[src/rtl/sbox_sched_pkg.sv]
// Shared types and the byte-substitution function used by the sbox scheduler.
// The S-box is computed as GF(2^8) inverse (x^254) followed by the AES affine map.
package sbox_sched_pkg;
  typedef enum logic [1:0] {IDLE, ST_RUN, KW_RUN} sched_state_t;
  typedef enum logic {GRANT_STATE, GRANT_KEY} grant_t;

  localparam int ST_BYTES = 16;
  localparam int KW_BYTES = 4;

  function automatic logic [7:0] gf_mul(input logic [7:0] a, input logic [7:0] b);
    logic [7:0] p, x, y;
    p = '0;
    x = a;
    y = b;
    for (int i = 0; i < 8; i++) begin
      if (y[0]) p = p ^ x;
      x = {x[6:0], 1'b0} ^ (x[7] ? 8'h1b : 8'h00);
      y = {1'b0, y[7:1]};
    end
    return p;
  endfunction

  function automatic logic [7:0] sbox_byte(input logic [7:0] a);
    logic [7:0] sq, inv;
    sq  = a;
    inv = 8'h01;
    // x^254 = x^2 * x^4 * ... * x^128; maps 0 to 0 as required
    for (int k = 1; k < 8; k++) begin
      sq  = gf_mul(sq, sq);
      inv = gf_mul(inv, sq);
    end
    return inv ^ {inv[6:0], inv[7]} ^ {inv[5:0], inv[7:6]} ^
           {inv[4:0], inv[7:5]} ^ {inv[3:0], inv[7:4]} ^ 8'h63;
  endfunction
endpackage

[src/rtl/sbox_lane_array.sv]
// One SBox cell per byte lane; purely combinational, lanes packed LSB-first.
module sbox_cell
  import sbox_sched_pkg::*;
(
  input  logic [7:0] a,
  output logic [7:0] y
);
  assign y = sbox_byte(a);
endmodule

module sbox_lane_array #(
  parameter int LANES = 4
) (
  input  logic [LANES*8-1:0] lane_in,
  output logic [LANES*8-1:0] lane_out
);
  for (genvar j = 0; j < LANES; j++) begin : g_lane
    sbox_cell u_cell (.a(lane_in[8*j +: 8]), .y(lane_out[8*j +: 8]));
  end
endmodule

[src/rtl/sbox_scheduler.sv]
// Time-multiplexes LANES S-box lanes between state SubBytes and key SubWord jobs,
// round-robin arbitrated, one job in flight, results published with a done pulse.
module sbox_scheduler
  import sbox_sched_pkg::*;
#(
  parameter int LANES = 4
) (
  input  logic         clk,
  input  logic         rst,
  input  logic         st_valid,
  output logic         st_ready,
  input  logic [127:0] st_data_in,
  output logic         st_done,
  output logic [127:0] st_data_out,
  input  logic         kw_valid,
  output logic         kw_ready,
  input  logic [31:0]  kw_word_in,
  output logic         kw_done,
  output logic [31:0]  kw_word_out
);
  localparam int ST_BEATS = ST_BYTES / LANES;
  localparam int KW_BEATS = (LANES >= KW_BYTES) ? 1 : KW_BYTES / LANES;
  localparam int BW       = (ST_BEATS > 1) ? $clog2(ST_BEATS) : 1;

  if (!(LANES == 1 || LANES == 2 || LANES == 4 || LANES == 8 || LANES == 16)) begin : g_bad_lanes
    $error("sbox_scheduler: LANES must be 1, 2, 4, 8 or 16");
  end

  sched_state_t                 state, state_nxt;
  grant_t                       last_grant;
  logic [BW-1:0]                beat;
  logic [0:ST_BYTES-1][7:0]     st_buf, st_sh, st_sh_nxt;
  logic [0:KW_BYTES-1][7:0]     kw_buf, kw_sh, kw_sh_nxt;
  logic [LANES-1:0][7:0]        lane_in, lane_out;
  logic                         st_acc, kw_acc, last_beat;

  sbox_lane_array #(.LANES(LANES)) u_lanes (.lane_in(lane_in), .lane_out(lane_out));

  assign st_acc = st_valid && st_ready;
  assign kw_acc = kw_valid && kw_ready;

  always_ff @(posedge clk) begin
    if (rst) state <= IDLE;
    else     state <= state_nxt;
  end

  always_comb begin
    state_nxt = state;
    st_ready  = 1'b0;
    kw_ready  = 1'b0;
    last_beat = (state == KW_RUN) ? (beat == BW'(KW_BEATS - 1)) : (beat == BW'(ST_BEATS - 1));
    case (state)
      IDLE: begin
        kw_ready = !st_valid || last_grant == GRANT_STATE;
        st_ready = !kw_valid || last_grant == GRANT_KEY;
        if (kw_valid && kw_ready)      state_nxt = KW_RUN;
        else if (st_valid && st_ready) state_nxt = ST_RUN;
      end
      ST_RUN, KW_RUN: if (last_beat) state_nxt = IDLE;
      default: state_nxt = IDLE;
    endcase
  end

  // Lane steering: lane j of beat b handles byte b*LANES+j of the active job
  always_comb begin
    logic [3:0] si;
    logic [1:0] ki;
    lane_in   = '0;
    st_sh_nxt = st_sh;
    kw_sh_nxt = kw_sh;
    for (int j = 0; j < LANES; j++) begin
      si = 4'(int'(beat) * LANES + j);
      ki = 2'(int'(beat) * LANES + j);
      if (state == KW_RUN) begin
        if (j < KW_BYTES) begin
          lane_in[j]    = kw_buf[ki];
          kw_sh_nxt[ki] = lane_out[j];
        end
      end else begin
        lane_in[j] = st_buf[si];
        if (state == ST_RUN) st_sh_nxt[si] = lane_out[j];
      end
    end
  end

  always_ff @(posedge clk) begin
    if (rst) begin
      beat        <= '0;
      last_grant  <= GRANT_STATE;
      st_buf      <= '0;
      kw_buf      <= '0;
      st_sh       <= '0;
      kw_sh       <= '0;
      st_data_out <= '0;
      kw_word_out <= '0;
      st_done     <= 1'b0;
      kw_done     <= 1'b0;
    end else begin
      st_done <= 1'b0;
      kw_done <= 1'b0;
      if (state == IDLE) begin
        beat <= '0;
        if (kw_acc) begin
          kw_buf     <= kw_word_in;
          last_grant <= GRANT_KEY;
        end else if (st_acc) begin
          st_buf     <= st_data_in;
          last_grant <= GRANT_STATE;
        end
      end else begin
        beat  <= beat + 1'b1;
        st_sh <= st_sh_nxt;
        kw_sh <= kw_sh_nxt;
        if (last_beat) begin
          if (state == ST_RUN) begin
            st_data_out <= st_sh_nxt;
            st_done     <= 1'b1;
          end else begin
            kw_word_out <= kw_sh_nxt;
            kw_done     <= 1'b1;
          end
        end
      end
    end
  end
endmodule
[config.mk]
export PLATFORM = sky130hd
export DESIGN_NAME = sbox_scheduler
export DESIGN_NICKNAME = d
export VERILOG_FILES = /design/src/rtl/sbox_sched_pkg.sv /design/src/rtl/sbox_lane_array.sv /design/src/rtl/sbox_scheduler.sv
export SDC_FILE = /design/constraint.sdc
export NUM_CORES = 2
export LEC_CHECK = 0
export CAP_MARGIN = 10
export CELL_PAD_IN_SITES_DETAIL_PLACEMENT = 1
export CELL_PAD_IN_SITES_GLOBAL_PLACEMENT = 1
export CORE_UTILIZATION = 43
export CTS_CLUSTER_SIZE = 10
export DETAILED_ROUTE_END_ITERATION = 16
export GPL_TIMING_DRIVEN = 0
export PLACE_DENSITY_LB_ADDON = 0.2
export SKIP_LAST_GASP = 1
export SLEW_MARGIN = 20
export SYNTH_ARGS = -nofsm -noshare
export SYNTH_HDL_FRONTEND = slang
export SYNTH_SLANG_ARGS = --single-unit
[constraint.sdc]
create_clock -name clk -period 16.8 [get_ports clk]
set_input_delay 3.36 -clock clk [delete_from_list [all_inputs] [get_ports clk]]
set_output_delay 3.36 -clock clk [all_outputs]
set_load 0.05 [all_outputs]
* Word-level counts from Yosys, hierarchy flattened
Index checks and enable logic that the tools add are counted.
** Storage, ports and cells
- Word-level logic and storage cells :: 1766
- Register bits :: 487
- Output and inout port bits :: 164
- Input port bits :: 164
** Cells by class
- $add $sub $neg :: 4
- Magnitude comparators :: 14
- Equal/unequal tests :: 5
- Reductions and logical operators :: 27
- Bitwise logic cells :: 788
- Muxes and demuxes :: 881
** Operators with widths (count)
- 2-to-1 mux 8 bit :: 445
- XOR 8 bit :: 380
- XOR 8 x 5 -> 8 bit :: 364
- 2-to-1 mux 5 bit :: 368
- 2-to-1 mux 128 bit :: 8
- bitwise mux 128 bit :: 4
- binary-select mux 8 bit (select 4 bit) :: 4
- demux 8 bit (select 4 bit) :: 4
- 2-to-1 mux 32 bit :: 4
- bitwise mux 32 bit :: 3
- binary-select mux 8 bit (select 2 bit) :: 3
- demux 8 bit (select 2 bit) :: 3
- 2-to-1 mux 7 bit :: 4
- inverter 1 bit, first input constant :: 28
- 2-to-1 mux 6 bit :: 4
- >= comparator 5 bit, second input constant :: 4
- < comparator 5 x 1 -> 1 bit, second input constant :: 4
- inverter 4 -> 5 bit :: 4
- 2-to-1 mux 4 bit :: 4
- inverter 4 bit :: 4
- 2-to-1 mux 2 bit :: 7
- 2-to-1 mux 3 bit :: 4
- logical AND 1 bit :: 11
- 2-to-1 mux 1 bit :: 11
- other kinds (20) :: 40

* Logic depth before layout (Yosys ltp)
- Word-level depth :: 149
- Mapped depth :: 76
- Mapped depth without buffers :: 63

* Modules after synthesis
A second synthesis with hierarchy kept.
** Unflattened totals
- Cell total of the unflattened synthesis :: 10131
- Area total of the unflattened synthesis :: 83147.2 µm²
** Modules (own cells, without submodules)
- sbox_cell :: cells an instance 1942, area each 15220.8 µm², instances 4, sequential area each 0.0 µm²
- sbox_scheduler :: cells an instance 2363, area each 22263.9 µm², instances 1, sequential area each 9749.4 µm²

* Worst setup path after synthesis
OpenSTA, ideal clock, no wires.
- Path type :: flip-flop to flip-flop
- Start point :: register state[0]
- End point :: register kw_word_out[8]
- Arrival :: 17346 ps
- Required time :: 16672 ps
- Clock period less this slack :: 17474 ps
- Buffers on the path :: 15
- Library setup time :: 128 ps
- Stages on the path, launching flop included :: 76
- Setup slack :: -674 ps
- Cell sequence :: dfxtp_1 > inv_1 > ha_1 > inv_2 > buf_4 > buf_12 > buf_8 > buf_6 > clkbuf_8 > clkbuf_1 > a21o_1 > ha_1 > clkbuf_1 > a311o_1 > or3_4 > a211o_1 > a21o_1 > a21o_1 > [... 40 more ...] > xor2_2 > nor2_1 > xnor2_1 > xnor3_1 > xnor2_2 > xnor2_4 > xnor2_2 > xnor2_1 > nor2_2 > xnor3_1 > xor3_1 > xor3_2 > xor2_2 > xor3_2 > mux2i_1 > nor2_1 > a21oi_1 > nor2_1
** On the way
- Longest elaborated chain between the ends :: 137
- Elaborated cells between the ends (all ways) :: 1186
- Those cells by class :: 2 x eq/ne; 619 x mux; 563 x bitwise; 2 x reduce/logical
** Ends and longest elaborated chain
- from (decl) :: line sbox_scheduler.sv:29 : sched_state_t state, state_nxt;
- from (signal assigned) :: line sbox_scheduler.sv:44 : else state <= state_nxt;
- equality test 2 bit :: line sbox_scheduler.sv:51, sbox_scheduler.sv:74
- 2-to-1 mux 8 bit :: line sbox_scheduler.sv:74 : if (state == KW_RUN) begin
- 2-to-1 mux 5 bit, or another cell as far along :: line sbox_sched_pkg.sv:17 : x = {x[6:0], 1'b0} ^ (x[7] ? 8'h1b : 8'h00);
- XOR 8 x 5 -> 8 bit / XOR 8 bit (equally long branches) :: line sbox_sched_pkg.sv:17, sbox_sched_pkg.sv:16
- XOR 8 bit / 2-to-1 mux 8 bit (equally long branches) :: line sbox_sched_pkg.sv:16 : if (y[0]) p = p ^ x;
- 2-to-1 mux 8 bit / XOR 8 bit (equally long branches) :: line sbox_sched_pkg.sv:16
- XOR 8 bit / 2-to-1 mux 8 bit (equally long branches) :: line sbox_sched_pkg.sv:16
- 2-to-1 mux 8 bit / XOR 8 bit (equally long branches) :: line sbox_sched_pkg.sv:16
- [... 121 more ...]
- XOR 8 bit :: line sbox_sched_pkg.sv:33 : {inv[4:0], inv[7:5]} ^ {inv[3:0], inv[7:4]} ^ 8'h63;
- inverter 4 bit (no line)
- bitwise mux 32 bit :: line sbox_scheduler.sv:77 : kw_sh_nxt[ki] = lane_out[j];
- 2-to-1 mux 32 bit :: line sbox_scheduler.sv:74
- bitwise mux 32 bit :: line sbox_scheduler.sv:77
- 2-to-1 mux 32 bit :: line sbox_scheduler.sv:74
- bitwise mux 32 bit :: line sbox_scheduler.sv:77
- 2-to-1 mux 32 bit :: line sbox_scheduler.sv:74
- to (signal assigned) :: line sbox_scheduler.sv:119 : kw_word_out <= kw_sh_nxt;
- to (decl) :: line sbox_scheduler.sv:19 : output logic [31:0] kw_word_out
Several ways; a longest one is shown, not always the timed one.
A chain may end at the register's enable or synchronous reset.

* Worst setup path in the final report
- Start point :: register beat[1]
- End point :: register st_data_out[102]
** On the way
- Longest elaborated chain between the ends :: 146
- Elaborated cells between the ends (all ways) :: 1619
- Those cells by class :: 3 x add/sub; 8 x order compare; 1 x eq/ne; 849 x mux; 752 x bitwise; 6 x reduce/logical
** Ends and longest elaborated chain
- from (decl) :: line sbox_scheduler.sv:31 : logic [BW-1:0] beat;
- from (signal assigned) :: line sbox_scheduler.sv:111 : beat <= beat + 1'b1;
- branches (longest 146 deep; another with adder 4 x 1 -> 4 bit)
- to (signal assigned) :: line sbox_scheduler.sv:116 : st_data_out <= st_sh_nxt;
- to (decl) :: line sbox_scheduler.sv:14 : output logic [127:0] st_data_out,
Parallel ways; which one is timed is not known. The select of a mux whose other input is x is not followed.

==> impl_metrics.env <==
export IMPL_worst_ep_arrival_time_ns=18.00
export IMPL_drt_pass1_iterations=14
export IMPL_synth_distinct_cells=162
export IMPL_core_area_mm2=0.188
export IMPL_slew_headroom_pct=6.28
export IMPL_start_kind="flip-flop"
export IMPL_route_detailed_drc=26
export IMPL_vias=87400
export IMPL_synth_enable_flop_cells=0
export IMPL_synth_fp_nets=10700
export IMPL_layout_cells_non_filler=14100
export IMPL_cap_viol_max_count=0
export IMPL_die_h_um=437
export IMPL_crit_path_end_kind="flip-flop"
export IMPL_rsz0062_at_grt="true"
export IMPL_finalClockSkew_ns=0.0875
export IMPL_drive_above_1_share_pct=22.6
export IMPL_synth_area_mm2=0.0814
export IMPL_die_area_mm2=0.191
export IMPL_min_period_ns=17.42
export IMPL_dp_hpwl_mm=263
export IMPL_synthTopCellsByArea="xnor2_1 (16%), dfxtp_1 (12%), xnor3_1 (9.2%)"
export IMPL_tritoncts="yes"
export IMPL_place_area_mm2=0.0880
export IMPL_die_x_um=437
export IMPL_worst_slew_pin_slew_ns=1.40
export IMPL_clock_sinks=487
export IMPL_yosysWarningCount=0
export IMPL_area_growth_pct=28.0
export IMPL_worstHoldPathType="reg2reg"
export IMPL_routed_wl_mm=378
export IMPL_io_pins=328
export IMPL_grt_pass1_vias=87900
export IMPL_crit_type="reg2reg"
export IMPL_cpPeakStageDelay_ns=0.65
export IMPL_stdcell_area_mm2=0.104
export IMPL_worst_slack_ns=-0.619
export IMPL_crit_required_ns=17.38
export IMPL_synth_top_cell_area_share_pct=16.3
export IMPL_tns_ns=-78.54
export IMPL_via_per_inst=6.19
export IMPL_synth_area_leader_cell="xnor2_1"
export IMPL_fin_crit_sh_pct=104
export IMPL_avgSynthCellArea_um2=7.73
export IMPL_clk_pin_slew_worst_paths_ns=0.07
export IMPL_start_util_pct=43.3
export IMPL_ant_nets=0
export IMPL_crit_top_cell="buf_4"
export IMPL_gp_congestion=0.970
export IMPL_cts_buffer_depth=3
export IMPL_drv_slew=0
export IMPL_ctsRootBufferMaster="clkbuf_16"
export IMPL_violations="design-rule violations, negative setup slack"
export IMPL_grt_max_degree=19
export IMPL_clk_latency_ns=0.67
export IMPL_rows=159
export IMPL_synth_flop_cell="dfxtp_1"
export IMPL_portBuffers=326
export IMPL_slowest_stage="xnor3_2"
export IMPL_cts_buffers_inserted=55
export IMPL_htreeDepth=2
export IMPL_synth_seq_cells=487
export IMPL_antenna_found_initial=8
export IMPL_worst_path_max_fanout=10
export IMPL_status="complete, but fails checks"
export IMPL_hold_viol_final=0
export IMPL_synth_cells=10500
export IMPL_grt_pass1_wl_mm=545
export IMPL_seq_area_frac_synth_pct=12.0
export IMPL_first_iter_violations=7150
export IMPL_grt_usage_pct=36.2
export IMPL_nets=11800
export IMPL_synth_async_reset_ratio_pct=0
export IMPL_post_place_cells=13400
export IMPL_routedWlPerCell_um=26.8
export IMPL_setup_viol=237
export IMPL_maxClockFrequency_mhz=57.4
export IMPL_grt_overflow=0
through the flow:
stage                     util [%]  worst slack [ns]  hold slack, ns
after floorplan                  -          -0.00155           0.431
after global placement        46.8             -6.24           0.438
after detailed placement      46.8             -6.56           0.444
after CTS                     53.1          0.000352           0.452
after global routing          55.4            -0.938           0.457
final                         55.5            -0.619           0.452
cells by family (layout without fill, tap and decap cells):
| group | Yosys count | in the layout | synth area share, % |
|---|---|---|---|
| flops | 487 | 487 | 12.0 |
| xor+xnor | 2545 | 2548 | 37.2 |
| compound gates | 2295 | 2295 | 18.0 |
| mux | 440 | 440 | 6.53 |
| buf+inv | 844 | 1931 | 5.45 |
| other cells | 0 | 4 | 0 |
| fa+ha+maj | 37 | 37 | 0.562 |
| simple gates | 3892 | 3892 | 20.3 |
flip-flops by register name, indices dropped and copies added, names as in the netlist:
name,flops
beat,2
kw_buf,32
kw_done,1
kw_sh,32
kw_word_out,32
last_grant,1
st_buf,128
st_data_out,128
st_done,1
st_sh,128
state,2
critical path, delay by kind of cell, from the launching register on:
kind	cells	cell delay [ns]
simple gates	14	3.48
xor+xnor	16	4.78
buf+inv	20	2.98
compound gates	17	3.31
fa+ha+maj	3	0.92
flops	1	0.36
mux	5	1.47
synthesized netlist by cell type, drive strengths merged, types with 33 or more instances:
library cell  number
nor4              44
o22ai            122
o21ai            410
xnor2           1663
a32oi             34
nand4             37
or3               40
dfxtp            487
mux2i            271
a21oi            909
a22oi             56
nor2            1416
mux2             129
a211oi           116
and2              73
o31ai             33
a31oi             96
xor2             446
mux4              40
nand2           1622
nor2b             42
a21o              38
clkbuf           488
nand3            210
inv               88
nor3             196
nand2b            60
and3              48
ha                35
xor3              60
buf              251
xnor3            376
o211ai            70
a211o             35
routing by layer:
layer  routed length [µm]  up-vias  GRT usage (%)
li1                     -    38400              -
met3                22700     1054           3.34
met5                   42        -              0
met4                23500        6           18.9
met1               148000    44100           44.8
met2               184000     3817           62.2
placed cells by master, fill, tap and decap left out, types with 37 or more instances in the layout:
cell type	n
o21ai_1	67
nand2_1	1606
and2_1	58
a211oi_1	97
nor2_1	1381
inv_1	57
a22oi_1	46
xor2_4	63
clkbuf_1	313
clkbuf_8	66
clkbuf_16	59
buf_2	103
buf_12	74
xnor2_2	270
nand3_1	199
xnor2_1	1212
mux2i_1	216
clkbuf_2	72
dfxtp_1	483
nor3_1	174
a31oi_1	87
mux2_2	111
xnor3_2	136
xnor3_1	233
xor2_1	297
and3_1	41
nand2b_1	58
clkdlybuf4s50_1	326
xnor2_4	182
buf_4	668
buf_6	64
a21oi_1	862
o22ai_1	107
o211ai_1	65
nand4_1	37
nor2b_1	38
xor2_2	86
o21ai_0	323
cell type report:
type	count	area (µm²)
inverters	100	418
well taps	2495	3120
fillers	22300	83800
multi-input cells	9212	75200
repair buffers	1039	9540
clock inverters	6	155
plain buffers	729	4670
flip-flops and latches	487	9760
clock buffers	57	1380
diodes	4	10.0
final timing paths:
kind | cells past startpoint | slack (ns) | from | end
min reg2reg | 2 | 0.45 | st_data_out[5] | st_data_out[5]
max reg2reg | 75 | -0.62 | beat[1] | st_data_out[102]
max | 75 | -0.62 | beat[1] | st_data_out[102]
min | 2 | 0.45 | st_data_out[5] | st_data_out[5]
timing repair:
action	in CTS	in global routing
pin swaps	352	274
gates cloned	3	3
hold buffers	0	0
buffers inserted	476	240
resized for setup	1034	520
endpoints found under the hold margin	0	0
setup endpoints to repair	320	320
Power is left out: the tool's default activity adds up to more than one toggle a clock period on the data nets, which glitch-free logic cannot reach.
